### src/rtl/unix_load_arbiter.sv
// Round-robin arbiter sharing the Unix-seconds counter load port between the time editor (A)
// and the serial sync receiver (B). Optional readback check enabled by `define UNIX_LOAD_CHECK_EN.
module unix_load_arbiter #(
  parameter int N = 64
) (
  input  logic         clk,
  input  logic         reset_n,
  input  logic         run,
  input  logic         req_a,
  input  logic [N-1:0] data_a,
  input  logic         hold_a,
  output logic         ack_a,
  input  logic         req_b,
  input  logic [N-1:0] data_b,
  input  logic         hold_b,
  output logic         ack_b,
  input  logic [N-1:0] counter_q,
  output logic         load_n,
  output logic         go,
  output logic [N-1:0] set_counter,
  output logic         busy,
  output logic         load_err,
  output logic [7:0]   load_cnt
);

  typedef enum logic [1:0] {
    IDLE  = 2'd0,
    LOAD  = 2'd1,
    CHECK = 2'd2
  } state_t;

  state_t       state_q;
  state_t       state_d;
  logic         last_gnt_b_q;
  logic         load_n_q;
  logic         go_q;
  logic         ack_a_q;
  logic         ack_b_q;
  logic         busy_q;
  logic         load_err_q;
  logic [N-1:0] set_counter_q;
  logic [7:0]   load_cnt_q;
  logic         any_req;
  logic         win_a;

  assign any_req = req_a | req_b;
  // A wins when alone, or on a tie when B was granted last.
  assign win_a   = req_a & (~req_b | last_gnt_b_q);

`ifdef UNIX_LOAD_CHECK_EN
  logic readback_ok;
  // The counter is paused during CHECK, but one extra tick is tolerated.
  assign readback_ok = (counter_q == set_counter_q) ||
                       (counter_q == (set_counter_q + N'(1)));
`else
  logic unused_counter_q;
  assign unused_counter_q = ^counter_q;
`endif

  always_comb begin
    state_d = state_q;
    case (state_q)
      IDLE: begin
        if (any_req) state_d = LOAD;
      end
      LOAD: begin
`ifdef UNIX_LOAD_CHECK_EN
        state_d = CHECK;
`else
        state_d = IDLE;
`endif
      end
      CHECK:   state_d = IDLE;
      default: state_d = IDLE;
    endcase
  end

  always_ff @(posedge clk or negedge reset_n) begin
    if (!reset_n) begin
      state_q       <= IDLE;
      last_gnt_b_q  <= 1'b1;
      load_n_q      <= 1'b1;
      go_q          <= 1'b0;
      ack_a_q       <= 1'b0;
      ack_b_q       <= 1'b0;
      busy_q        <= 1'b0;
      load_err_q    <= 1'b0;
      set_counter_q <= '0;
      load_cnt_q    <= 8'd0;
    end else begin
      state_q  <= state_d;
      busy_q   <= (state_d != IDLE);
      go_q     <= run & ~hold_a & ~hold_b & (state_d == IDLE);
      load_n_q <= 1'b1;
      ack_a_q  <= 1'b0;
      ack_b_q  <= 1'b0;
      case (state_q)
        IDLE: begin
          if (any_req) begin
            load_n_q      <= 1'b0;
            ack_a_q       <= win_a;
            ack_b_q       <= ~win_a;
            set_counter_q <= win_a ? data_a : data_b;
            last_gnt_b_q  <= ~win_a;
          end
        end
        LOAD: begin
          if (load_cnt_q != 8'hFF) load_cnt_q <= load_cnt_q + 8'd1;
        end
        CHECK: begin
`ifdef UNIX_LOAD_CHECK_EN
          if (!readback_ok) load_err_q <= 1'b1;
`endif
        end
        default: ;
      endcase
    end
  end

  assign load_n      = load_n_q;
  assign go          = go_q;
  assign ack_a       = ack_a_q;
  assign ack_b       = ack_b_q;
  assign busy        = busy_q;
  assign load_err    = load_err_q;
  assign set_counter = set_counter_q;
  assign load_cnt    = load_cnt_q;

endmodule

### config.mk
export PLATFORM = sky130hd
export DESIGN_NAME = unix_load_arbiter
export DESIGN_NICKNAME = d
export VERILOG_FILES = /design/src/rtl/unix_load_arbiter.sv
export SDC_FILE = /design/constraint.sdc
export NUM_CORES = 1
export LEC_CHECK = 0
export CAP_MARGIN = 20
export CORE_AREA = 2 2 110 112
export DETAILED_ROUTE_END_ITERATION = 6
export DIE_AREA = 0 0 112 114
export PLACE_DENSITY = 0.87
export SETUP_SLACK_MARGIN = 0.2
export SYNTH_ARGS = -nofsm -noshare
export SYNTH_HDL_FRONTEND = slang
export SYNTH_SLANG_ARGS = --single-unit
### constraint.sdc
create_clock -name clk -period 2 [get_ports clk]
set_clock_uncertainty 0.1 [all_clocks]
set_input_delay 0.4 -clock clk [delete_from_list [all_inputs] [get_ports clk]]
set_output_delay 0.4 -clock clk [all_outputs]
set_load 0.005 [all_outputs]
Word level (Yosys, flattened, before mapping)
Cells that the tools add are included.

cells by class
  add/subtract/negate cells = 1
  equal/unequal tests = 2
  multiplexer cells = 9
  bitwise operators = 10
  reduce and logical (&&, ||, !) cells = 5

operator list
  cell                                                  count
  2-to-1 mux 64 bit                                     1
  adder 8 x 1 -> 8 bit (second input constant)          1
  != test 8 bit (second input constant)                 1
  2-to-1 mux 1 bit                                      6
  AND 1 bit                                             4
  logical NOT 2 bit                                     2
  2-to-1 mux 2 bit                                      2
  inverter 1 bit                                        4
  AND reduction 2 bit                                   2
  equality test 2 x 1 -> 1 bit (second input constant)  1
  bitwise OR 1 bit                                      2
  nonzero test 2 bit                                    1

word-level totals
  register bits after elaboration = 80
  logic and storage cells = 36

Logic depth before layout (Yosys ltp)
  depth after elaboration = 6
  mapped depth = 6
  depth with buffers taken out = 4

Worst setup path before layout
No wires, ideal clock.

  path type = reg2reg
  from = register load_cnt_q[0] (netlist: load_cnt[0])
  to = register load_cnt_q[1] (netlist: load_cnt[1])
  library setup time = 125 ps
  arrival time = 1270 ps
  required time = 1775 ps
  slack = 506 ps
  cell stages (with the launch flop) = 5
  clock period less this slack = 1494 ps
  cells stage by stage = dfrtp_1 -> ha_1 -> nand3_1 -> o21ai_2 -> mux2_2

on the way
  cells in the longest elaborated chain, start to end = 2

ends and longest elaborated chain
  element                                                       line  text
  start: declaration                                            42    logic [7:0] load_cnt_q;
  start signal: assignment                                      108   if (load_cnt_q != 8'hFF) load_cnt_q <= load_cnt_q + 8'd1;
  branches (longest 2 deep; another with adder 8 x 1 -> 8 bit)  -

Parallel ways; which one is timed is not known.
A chain may end at the register's enable or synchronous reset.

Worst setup path in the final report
  from = register load_cnt_q[6] (netlist: load_cnt[6])
  to = output port load_cnt[6]

RTL lines
  element           line  text
  end: declaration  23    output logic [7:0] load_cnt

No word-level cell between the ends.

==> out/qor.txt <==
status: complete, no violations
Synth Area in Compound Gates: 0.268
Boundary Pins: 277
worst hold slack: 0.340 ns
# DRC: 0
crit-path max FO: 4
post-synthesis sequential element count: 80
CTS tree: yes
Antenna Cells: 0
Top Family by Delay on Critical Path: buffers and inverters
RSZ-0062 raised after global routing: no
WS Path Type: reg2out
setup TNS: 0 ns
total net switching power: 1.55 mW
cts bufs inserted: 9
Setup crit end kind: primary output
Core Area: 0.0117 mm²
mux cell area share after synthesis: 0.00549
Final #Nets: 822
Sequential Power Share: 0.384
Power Total: 5.58 mW
Clock Latency Late Sink: 0.33 ns
final period utilization: 0.879
Die Wd: 112 µm
Clk network pwr share: 0.284
Synth Area in XOR/XNOR: 0.0107
Worst-path clk slew: 0.06 ns
Seq/Total Area, Yosys: 0.489
critical path cell sequence: clkdlybuf4s50_1
Arr. time, crit path: 1.26 ns
floorplan row count: 40
Chip Height: 114 µm
Routed WL: 13,700 µm
Max stage delay on crit path: 0.53 ns
post-synthesis cell area: 0.00410 mm²
clk buf depth: 2
routed len/inst: 17.7 µm
leakage: 2.52 nW
share of cells above drive strength 1: 0.0845
final setup vio count: 0
Synth Area in Adders: 0.00305
largest family of logic cells by synthesized area: compound AO/OA/AOI/OAI gates
pre-CTS setup slack: -0.0569 ns
Post-Syn Area per Cell: 9.60 µm²
gpl congestion: 0.806
Sw Share: 0.278
Final ANT Viol Nets: 0
antenna violations before repair: 0
setup ws final: 0.241 ns
hold crit path type: in2reg
startpoint types: register
GR Overflow Total: 0
CTS sink count: 80
YS warnings: 1
count of final max-slew check failures: 0
Gate power share: 0.332
Initial Util: 0.350
port bufs: 211
peak supply drop: 0.498 mV
DRT Pass-1 Iters: 5
PwrDens: 837 mW/mm²
Yosys top cell area share: 0.476
CP Data Required Time: 1.50 ns
Via Count: 4,354
Critical path buffers and inverters: 1
Internal: 4.02 mW
largest area contributor in the netlist: dfrtp_1
die area: 0.0128 mm²
Max H-tree Level: 3
multi-input logic area: 0.00182 mm²
top cells by area, synth: dfrtp_1 (48%), nand3b_1 (12%), a31oi_1 (9.8%), a21oi_1 (8.4%), o21ai_0 (6.1%)
vias in the first global route: 4,303
Mapped Cells: 427
CTS Root Cell: clkbuf_16
synth-to-layout area growth: 62.5%
Final HPWL DP: 9260 µm
largest net degree at the start of global routing: 67
Fmax: 0.569 GHz
Seq. cell area: 0.00201 mm²
final hold vios: 0
max_cap viols: 0
critical path's slowest cell: clkdlybuf4s50_1
initial DRC count: 364
All-Layer GR Usage: 0.208
final core utilization: 0.569
first-pass GRT wire length: 21,500 µm
Synth cell types: 38
vias per inst: 5.63
Post-Synth Simple-Gate Area: 0.155
min Tclk post-route: 1.76 ns
fill cell count: 999
==> path summary, 6_finish.rpt <==
path	slack, ns	endpoint	startpoint	depth (start not counted)
setup / recovery	0.24	load_cnt[6]	load_cnt[6]$_DFFE_PN0P_	1
hold / removal	0.34	load_n$_DFF_PN1_	req_a	3
setup reg to reg	0.37	set_counter[20]$_DFFE_PN0P_	state_q[0]$_DFF_PN0_	5
hold reg to reg	0.42	load_cnt[7]$_DFFE_PN0P_	load_cnt[7]$_DFFE_PN0P_	1
max in group asynchronous	0.78	last_gnt_b_q$_DFFE_PN1P_	reset_n	3
min in group asynchronous	0.41	set_counter[13]$_DFFE_PN0P_	reset_n	2
==> cell type report <==
cell class              count  share of cell area
repair buffers            233               0.353
clock buffers              12              0.0355
clock inverters             4             0.00676
flip-flops and latches     80               0.302
well taps                 147              0.0276
multi-input cells         295               0.274
inverters                   3             0.00169
==> layout by cell type, fill, tap and decap left out, drive strengths merged, types with 2 or more instances in the layout <==
cell type	Yosys	routed
conb	1	2
nand3b	65	65
clkdlybuf4s50	0	206
nand4	2	2
and4	2	2
o2111ai	2	2
a31oi	64	64
inv	3	3
dfrtp	78	78
o21ai	65	65
dlymetal6s2s	0	2
clkbuf	20	12
mux2	2	2
nor2b	2	2
xnor2	4	4
buf	30	23
nor2	4	4
a21oi	69	69
dfstp	2	2
clkinv	0	3
==> per-layer routing <==
layer	vias to the layer above	routed length, µm	global-route usage	part of all wire
li1	1993	-	-	-
met1	2096	5290	0.246	0.39
met2	226	6950	0.360	0.51
met3	39	1040	0.0473	0.076
met4	0	413	0.102	0.030
met5	-	0	0	0
==> metrics by stage <==
stage,instance area [µm²],instances
2_1_floorplan,4100,428
3_5_place_dp,6290,748
5_1_grt,6660,774
4_1_cts,6590,765
6_report,6660,774
3_3_place_gp,6290,748
==> worst register-to-register path: stages, from the launching register on <==
cell and delay [ns]:
dfrtp_1 0.43, nor2_4 0.20, nand2_4 0.10, inv_2 0.10, buf_4 0.36, a31oi_1 0.20
==> cells in the mapped netlist (all sizes together) <==
| cell type | count |
|---|---|
| xor2 | 1 |
| dfstp | 2 |
| nor4b | 1 |
| conb | 1 |
| a31oi | 64 |
| and4 | 2 |
| buf | 30 |
| or2 | 1 |
| nand2b | 1 |
| o2111ai | 2 |
| ha | 1 |
| nor2b | 2 |
| xnor2 | 4 |
| and4b | 1 |
| nor3b | 1 |
| nor2 | 4 |
| nand3 | 1 |
| clkbuf | 20 |
| dfrtp | 78 |
| mux2 | 2 |
| and2 | 1 |
| o211ai | 1 |
| a21oi | 69 |
| nor3 | 1 |
| nand4 | 2 |
| o21ai | 65 |
| nand2 | 1 |
| inv | 3 |
| nand3b | 65 |
==> state kept, by name, summed over array words and instances, names as in the netlist <==
signal / count
ack_a: 1
load_cnt: 8
set_counter: 64
busy: 1
state_q: 2
last_gnt_b_q: 1
go: 1
ack_b: 1
load_n: 1
==> power groups by stage <==
stage               logic, mW  registers [mW]  clock network [mW]
floorplan               0.616            2.19                   0
global placement         1.69            2.17                   0
detailed placement       1.74            2.19                   0
CTS                      1.74            2.17                1.62
global route             2.01            2.18                1.69
finish                   1.85            2.14                1.58
==> repair_timing <==
action,4_1_cts,5_1_grt
setup buffers,0,9
resized for setup,5,3
hold buffers,1,0
hold endpoints to repair,20,0
setup endpoints to repair,5,9
==> cells by family after synthesis <==
logic type / after synthesis
fa+ha+maj: 1
other cells: 1
buf+inv: 53
simple gates: 84
xor+xnor: 5
flops: 80
compound gates: 201
mux: 2
Power figures use the tool's default switching activity.
